## src/rtl/fpu_pkg.sv

```systemverilog
// Shared binary64 constants, divider FSM states and operand classes.
package fpu_pkg;

    localparam logic [10:0] FP64_BIAS    = 11'd1023;
    localparam logic [63:0] FP64_QNAN    = 64'h7FF8000000000000;
    localparam logic [10:0] FP64_EXP_MAX = 11'h7FF;
    localparam int          QBITS        = 56;

    typedef enum logic [2:0] {IDLE, SPECIAL, DIV, ROUND, DONE} state_t;

    typedef enum logic [2:0] {ZERO, NORM, INF, QNAN, SNAN} fp64_class_t;

endpackage

```

## src/rtl/fp64_classify.sv

```systemverilog
// Combinational binary64 operand classifier; exponent 0 (zero or subnormal) reports ZERO.
module fp64_classify
    import fpu_pkg::*;
(
    input  logic [63:0]  x,
    output fp64_class_t  cls
);

    logic unused_sign;
    assign unused_sign = x[63];

    always_comb begin
        cls = NORM;
        if (x[62:52] == 11'd0)
            cls = ZERO;
        else if (x[62:52] == FP64_EXP_MAX) begin
            if (x[51:0] == 52'd0)
                cls = INF;
            else if (x[51])
                cls = QNAN;
            else
                cls = SNAN;
        end
    end

endmodule

```

## src/rtl/ddiv_iter.sv

```systemverilog
// Iterative binary64 divider (restoring radix-2, one quotient bit per clock); DDIV_ITER_FLAGS_EN adds fflags.
// Latency: out_valid 58 edges after accept for normal operands, 1 edge for special operands.
// Backpressure: in_ready only in IDLE; result and out_valid held stable until out_ready.
module ddiv_iter
    import fpu_pkg::*;
(
    input  logic        clk,
    input  logic        rst,
    input  logic        in_valid,
    output logic        in_ready,
    input  logic [63:0] a,
    input  logic [63:0] b,
    output logic        out_valid,
    input  logic        out_ready,
    output logic [63:0] out
`ifdef DDIV_ITER_FLAGS_EN
    ,
    output logic [4:0]  fflags
`endif
);

    state_t             state;
    logic [5:0]         cnt;
    logic [53:0]        rem;
    logic [52:0]        dvs;
    logic [QBITS-1:0]   quo;
    logic               sign_q;
    logic [10:0]        ea_q, eb_q;
    fp64_class_t        ca, cb, ca_q, cb_q;
    logic               rnd_ph;
    logic [51:0]        frac_q;
    logic signed [12:0] ex_q;

    logic        ge;
    logic [52:0] diff;
    logic        hi, g, r, s;
    logic [52:0] m0;
    logic [53:0] msum;
    logic [51:0] frac_r;
    logic [12:0] e0, e_r;
    logic [63:0] spec_out;
`ifdef DDIV_ITER_FLAGS_EN
    logic        spec_nv, spec_dz, nx_q;
`endif

    fp64_classify u_cls_a (.x(a), .cls(ca));
    fp64_classify u_cls_b (.x(b), .cls(cb));

    assign in_ready = (state == IDLE);

    // R < 2D always holds, so the difference fits in the low 53 bits.
    always_comb begin
        ge   = (rem >= {1'b0, dvs});
        diff = ge ? (rem[52:0] - dvs) : rem[52:0];
    end

    always_comb begin
        hi     = quo[QBITS-1];
        m0     = hi ? quo[55:3] : quo[54:2];
        g      = hi ? quo[2] : quo[1];
        r      = hi ? quo[1] : quo[0];
        s      = (hi & quo[0]) | (rem != 54'd0);
        e0     = {2'b00, ea_q} - {2'b00, eb_q}
               + (hi ? {2'b00, FP64_BIAS} : {2'b00, FP64_BIAS - 11'd1});
        msum   = {1'b0, m0} + {53'd0, g & (r | s | m0[0])};
        frac_r = msum[53] ? msum[52:1] : msum[51:0];
        e_r    = e0 + {12'd0, msum[53]};
    end

    always_comb begin
        spec_out = {sign_q, 63'd0};
`ifdef DDIV_ITER_FLAGS_EN
        spec_nv  = 1'b0;
        spec_dz  = 1'b0;
`endif
        if (ca_q inside {QNAN, SNAN} || cb_q inside {QNAN, SNAN}) begin
            spec_out = FP64_QNAN;
`ifdef DDIV_ITER_FLAGS_EN
            spec_nv  = (ca_q == SNAN) || (cb_q == SNAN);
`endif
        end else if ((ca_q == ZERO && cb_q == ZERO) || (ca_q == INF && cb_q == INF)) begin
            spec_out = FP64_QNAN;
`ifdef DDIV_ITER_FLAGS_EN
            spec_nv  = 1'b1;
`endif
        end else if (ca_q == INF) begin
            spec_out = {sign_q, FP64_EXP_MAX, 52'd0};
        end else if (cb_q == ZERO) begin
            spec_out = {sign_q, FP64_EXP_MAX, 52'd0};
`ifdef DDIV_ITER_FLAGS_EN
            spec_dz  = 1'b1;
`endif
        end
    end

    always_ff @(posedge clk) begin
        if (rst) begin
            state     <= IDLE;
            out_valid <= 1'b0;
            out       <= 64'h0;
            cnt       <= 6'd0;
            rem       <= '0;
            dvs       <= '0;
            quo       <= '0;
            sign_q    <= 1'b0;
            ea_q      <= '0;
            eb_q      <= '0;
            ca_q      <= ZERO;
            cb_q      <= ZERO;
            rnd_ph    <= 1'b0;
            frac_q    <= '0;
            ex_q      <= '0;
`ifdef DDIV_ITER_FLAGS_EN
            fflags    <= 5'd0;
            nx_q      <= 1'b0;
`endif
        end else begin
            case (state)
                IDLE: if (in_valid) begin
                    sign_q <= a[63] ^ b[63];
                    ea_q   <= a[62:52];
                    eb_q   <= b[62:52];
                    rem    <= {2'b01, a[51:0]};
                    dvs    <= {1'b1, b[51:0]};
                    quo    <= '0;
                    ca_q   <= ca;
                    cb_q   <= cb;
                    cnt    <= 6'(QBITS - 1);
                    state  <= (ca == NORM && cb == NORM) ? DIV : SPECIAL;
                end
                SPECIAL: begin
                    out       <= spec_out;
                    out_valid <= 1'b1;
`ifdef DDIV_ITER_FLAGS_EN
                    fflags    <= {spec_nv, spec_dz, 3'b000};
`endif
                    state     <= DONE;
                end
                DIV: begin
                    rem <= {diff, 1'b0};
                    quo <= {quo[QBITS-2:0], ge};
                    cnt <= cnt - 6'd1;
                    if (cnt == 6'd0) begin
                        rnd_ph <= 1'b0;
                        state  <= ROUND;
                    end
                end
                // First phase rounds, second range-checks and packs.
                ROUND: if (!rnd_ph) begin
                    frac_q <= frac_r;
                    ex_q   <= e_r;
`ifdef DDIV_ITER_FLAGS_EN
                    nx_q   <= g | r | s;
`endif
                    rnd_ph <= 1'b1;
                end else begin
                    if (ex_q >= 13'sd2047)
                        out <= {sign_q, FP64_EXP_MAX, 52'd0};
                    else if (ex_q <= 13'sd0)
                        out <= {sign_q, 63'd0};
                    else
                        out <= {sign_q, ex_q[10:0], frac_q};
`ifdef DDIV_ITER_FLAGS_EN
                    fflags <= {2'b00, ex_q >= 13'sd2047, ex_q <= 13'sd0,
                               nx_q | (ex_q >= 13'sd2047) | (ex_q <= 13'sd0)};
`endif
                    out_valid <= 1'b1;
                    rnd_ph    <= 1'b0;
                    state     <= DONE;
                end
                DONE: if (out_ready) begin
                    out_valid <= 1'b0;
                    state     <= IDLE;
                end
                default: state <= IDLE;
            endcase
        end
    end

endmodule

```

## config.mk

```make
export PLATFORM = sky130hd
export DESIGN_NAME = ddiv_iter
export DESIGN_NICKNAME = d
export VERILOG_FILES = /design/src/rtl/fpu_pkg.sv /design/src/rtl/fp64_classify.sv /design/src/rtl/ddiv_iter.sv
export SDC_FILE = /design/constraint.sdc
export NUM_CORES = 1
export LEC_CHECK = 0
export ABC_AREA = 1
export CAP_MARGIN = 0
export CORE_UTILIZATION = 35
export CTS_CLUSTER_SIZE = 40
export DETAILED_ROUTE_END_ITERATION = 12
export SLEW_MARGIN = 20
export SYNTH_ARGS = -nofsm -noshare
export SYNTH_HDL_FRONTEND = slang
export SYNTH_SLANG_ARGS = --single-unit
```

## constraint.sdc

```tcl
create_clock -name clk -period 7.01 [get_ports clk]
set_input_delay 0.701 -clock clk [delete_from_list [all_inputs] [get_ports clk]]
set_output_delay 0.701 -clock clk [all_outputs]
set_load 0.01 [all_outputs]
```

==> Word level (Yosys, flattened, before mapping) <==
Cells that the tools add are included.
{ "totals": {"register_bits": 332, "output_inout_bits": 66, "wordCells": 116} }
{ "op_classes": {"n_addsub": 6, "magnitude_cmp": 3, "n_eq_ne": 18, "mux": 40, "bitwise_logic": 7, "reduce_logical": 27} }
{ "ops": {"columns": ["operator", "n"], "rows": [
  ["$mux W63", 4],
  ["$mux W64", 3],
  ["$pmux W64 S2", 1],
  ["$pmux W56 S2", 1],
  ["$pmux W54 S2", 1],
  ["$mux W53", 2],
  ["$logic_not A52 Y1", 2],
  ["$mux W56", 1],
  ["$add A53 B1 Y54", 1],
  ["$ge A54 B53 Y1", 1],
  ["$mux W54", 1],
  ["$reduce_bool A54 Y1", 1],
  ["$sub A53 B53 Y53", 1],
  ["$mux W52", 1],
  ["$mux W3", 12],
  ["$eq A11 B11 Y1 const B", 2],
  ["$logic_not A11 Y1", 2],
  ["$eq A3 B2 Y1 const B", 6],
  ["$pmux W3 S5", 1],
  ["$add A12 B11 Y13", 1],
  ["$add A13 B1 Y13", 1],
  ["$ge A13 B12 Y1 const B", 1],
  ["$le A13 B1 Y1 const B", 1],
  ["$pmux W6 S2", 1],
  ["other kinds (23)", 52]
]} }

==> Logic depth before layout (Yosys ltp) <==
{ "logic_depth": {"word_depth": 9, "mapped_depth": 25} }

==> Cells and area by module <==
A second synthesis with hierarchy kept.
{ "unflattened": {"hier_cells": 3752, "area_unflattened_um2": 22182.5} }
{ "by_module_without_submodules": {"columns": ["mod", "n_inst", "cells_each", "area_each_um2", "seq_area_each_um2"], "rows": [
  ["ddiv_iter", 1, 3620, 21637.0, 6646.4],
  ["fp64_classify", 2, 66, 272.8, 0.0]
]} }

==> Worst setup path before layout <==
Ideal clock, no wire load.
{ "synth_timing": {"path_type": "register to register", "start": "register quo[55]", "end": "register ex_q[8]", "setup_time_ns": 0.056, "arrival_time_ns": 3.031, "required_time_ns": 6.954, "path_slack_ns": 3.923, "stages_incl_launch_ff": 23, "path_buffers": 2, "synth_period_minus_slack_ns": 3.087, "cell_sequence": "dfxtp_1 > buf_6 > buf_8 > o21ai_1 > nand2_2 > nor2_4 > nand2_2 > nor2_1 > nand4_1 > nor3_1 > nand4_1 > fa_1 > ha_1 > inv_1 > nor2_1 > inv_1 > nor2_1 > nand2_1 > nor3_1 > or2_2 > nand3_1 > nand2_1 > inv_1"} }
{ "synth_between": {"elab_chain_len": 7} }
{ "synth_lines": {"columns": ["element", "line", "source"], "rows": [
  ["start: declaration", "ddiv_iter.sv:26", "logic [QBITS-1:0] quo;"],
  ["start signal: assignment", "ddiv_iter.sv:141", "quo <= {quo[QBITS-2:0], ge};"],
  ["$and A1 B1 Y1", "ddiv_iter.sv:62", "s = (hi & quo[0]) | (rem != 54'd0);"],
  ["$or A1 B1 Y1", "ddiv_iter.sv:62", null],
  ["$or A1 B1 Y1 (2 in a row)", "ddiv_iter.sv:65", "msum = {1'b0, m0} + {53'd0, g & (r | s | m0[0])};"],
  ["$and A1 B1 Y1", "ddiv_iter.sv:65", null],
  ["$add A53 B1 Y54", "ddiv_iter.sv:65", null],
  ["$add A13 B1 Y13 (*)", "ddiv_iter.sv:67", "e_r = e0 + {12'd0, msum[53]};"],
  ["end signal: assignment", "ddiv_iter.sv:151", "ex_q <= e_r;"],
  ["end: declaration", "ddiv_iter.sv:32", "logic signed [12:0] ex_q;"]
]} }
Every way passes the cells marked *; elsewhere a longest branch is shown, timed or not.
A chain may end at the register's enable or synchronous reset.

==> Worst setup path after layout <==
Same ends and word-level chain as after synthesis.

==> impl_metrics.csv <==
group,metric,value,unit
outcome,status,"finished, final reports clean",
logic_synthesis,synth_seq_area_share,0.305,
logic_synthesis,ys_ff_latch,332,
grt,grt_start_max_net_pins,100,
route,via_per_inst,4.94,
grt,grt_pass1_wl,114,mm
clock_tree,cts_setup_buffers,0,
grt,grt-ovfl-total,0,
logic_synthesis,synth.most_common_cell,"nand2_1",
place,portBuffers,197,
timing,finalHoldViolCount,0,
layout,fin_nets,3863,
timing,period_share,0.625,
grt,grt_pass1_vias,21100,
power_and_ir_drop,total_leakage_power,11.0,nW
clock_tree,cts_root_buffer,"clkbuf_16",
floorplan,die_x,251,um
logic_synthesis,syn_inst,3557,
grt,grtUsageTotal,0.227,
timing,slew_violations,0,
logic_synthesis,syn_area,21800,um2
logic_synthesis,synth.top_cell.area_share,0.305,
timing,slew_headroom,0.306,
logic_synthesis,synth-compound-area-share,0.164,
place,dp_hpwl,55.7,mm
floorplan,initial_core_util,0.353,
place,gp_congestion,0.996,
clock_tree,clock_latency,0.58,ns
logic_synthesis,syn_nets,3760,
worst_setup_path,r2r_cells,22,
worst_setup_path,cp-end-kind,"flip-flop",
clock_tree,clock_path_buffers,3,
min_path,hp-start,"out[21]",
layout,area_delta_synth_final,17.5,%
clock_tree,cts_hold_buf,0,
logic_synthesis,synth_top_family_by_area,"simple AND/OR/NAND/NOR gates",
worst_setup_path,critical_path_peak_fanout,65,
logic_synthesis,ys.flop_type,"dfxtp_1",
min_path,min_path_type,"flip-flop to flip-flop",
worst_setup_path,crit_path_start_kind,"flip-flop",
worst_setup_path,critPathKind,"flip-flop to flip-flop",
logic_synthesis,synthMuxAreaShare,0,
timing,post-route-min-period,4.38,ns
timing,tns,0,ns
route,wl,72.5,mm
power_and_ir_drop,p_per_area,422,nW/um2
worst_setup_path,crit_path_start,"quo[55]",
timing,finalSetupViolCount,0,
power_and_ir_drop,max-vdd-ir-drop,300,uV
logic_synthesis,synth_edf_count,0,
flow_run,maxCapViolCount,0,
grt,antenna_found_initial,0,
layout,num_antenna_cells,0,
floorplan,ios,198,
clock_tree,h-tree-depth,2,
route,first_iter_violations,1482,
worst_setup_path,r2r-start,"quo[55]",
logic_synthesis,synth_common_cells,"nand2_1, inv_1, a21oi_1",
logic_synthesis,yosysWarnings,0,
floorplan,rows,91,
logic_synthesis,synth_xor_area_frac,0.0278,
route,ant_nets,0,
floorplan,coreArea,61600,um2
floorplan,die_h,251,um
route,wire_per_inst,16.0,um
route,dr.pass1.iters,6,
logic_synthesis,ys_types,47,
logic_synthesis,synth_fa_ha_area_frac,0.0419,
logic_synthesis,post-synth-top-area-cell,"dfxtp_1",
clock_tree,clkTransAtPathRegs,0.06,ns
timing,final.setup_skew,0.0269,ns
layout,drive_gt1_frac,0.0453,
worst_setup_path,cp.required,7.53,ns
logic_synthesis,syn_area_per_cell,6.12,um2
route,vias,22400,
logic_synthesis,async_reset_ff_frac,0,
clock_tree,cts_tree,"done",
timing,rsz0062_at_grt,"no",
route,drcViolationCount,0,
layout,fin_util,0.415,
timing,max_freq,0.228,GHz
min_path,min_path_cells,2,
floorplan,dieArea,63200,um2
timing,worst_pin_slew,1.04,ns
clock_tree,cts_resized,0,
worst_setup_path,crit_arrival,4.90,ns
clock_tree,numCtsBuffers,39,
logic_synthesis,synth_area_leaders,"dfxtp_1, nand2_1, inv_1, a21oi_1, nand3_1",
logic_synthesis,yosys.area_share.simple,0.338,
clock_tree,cts_sinks,332,
## critical path, stage by stage, from the launching register on
cell	delay, ns
dfxtp_2	0.48
buf_4	0.59
nand2_1	0.11
o21ai_1	0.20
nand2_2	0.12
nor2_4	0.23
nand2_2	0.15
nor2_1	0.32
nand4_1	0.14
nor3_1	0.26
nand4_1	0.21
fa_1	0.45
ha_1	0.20
inv_1	0.06
nor2_1	0.04
inv_1	0.06
nor2_1	0.06
nand2_1	0.08
nor3_1	0.08
or2_2	0.28
nand3_1	0.08
nand2_1	0.06
inv_1	0.04
## cell families (layout without fill, tap and decap cells)
family	Yosys count	count (layout)
buf+inv	678	810
simple gates	1753	1753
xor+xnor	69	69
compound gates	654	654
flops	332	332
fa+ha+maj	71	71
## report_power, final
part,leakage (nW),switching [mW],internal (mW)
combinational,7.64,4.39,1.95
clock,0.624,0.871,1.17
sequential,2.71,0.209,2.20
total,11.0,5.47,5.32
## path summary, 6_finish.rpt
| kind | end | slack (ns) |
|---|---|---|
| setup / recovery | ex_q[8] | 2.63 |
| hold / removal | out[21] | 0.46 |
| setup reg to reg | ex_q[8] | 2.63 |
| hold reg to reg | out[21] | 0.46 |
## registers in the layout (all words and copies together), names as in the netlist, 6 cells and up
signal  flops
out        64
quo        56
rem        54
dvs        53
frac_q     52
ex_q       13
ea_q       11
eb_q       11
cnt         6
## metrics by stage
stage | cell area [um2] | power, mW | hold WS [ns] | std cells | worst slack, ns
final | 25600 | 10.8 | 0.463 | 4526 | 2.63
after global routing | 25600 | 11.8 | 0.478 | 4526 | 2.25
after CTS | 25600 | 10.8 | 0.465 | 4526 | 2.68
after detailed placement | 24300 | 8.71 | 0.455 | 4456 | 2.72
after global placement | 24300 | 8.74 | 0.451 | 4455 | 2.80
after floorplan | 21800 | 6.98 | 0.433 | 3557 | 3.92
## layout make-up
type | count | area [um2]
clock buffers | 56 | 1130
clock inverters | 14 | 155
fillers | 6703 | 36000
inverters | 527 | 1990
multi-input cells | 2547 | 12500
flip-flops and latches | 332 | 6650
well taps | 837 | 1050
repair buffers | 213 | 2110
## cells in the final DEF (no fill, tap or decap), drive strengths merged, types with 11 or more instances in the layout
master         instances
nand2               1091
inv                  528
a21oi                358
dfxtp                332
nor2                 269
o21ai                237
nand3                233
clkdlybuf4s50        196
ha                    68
nand4                 61
clkbuf                56
nor4                  42
xnor2                 39
o31ai                 32
nor3                  32
xor2                  30
buf                   17
nand3b                13
o211ai                11
## metal layers
metal / up-vias / global-route usage / part of all wire
li1: 11600 / - / -
met1: 10200 / 0.316 / 0.48
met2: 454 / 0.368 / 0.45
met3: 89 / 0.0261 / 0.046
met4: 0 / 0.0632 / 0.023
met5: - / 0 / 0
Note: power is estimated with default switching activity, not from simulation.
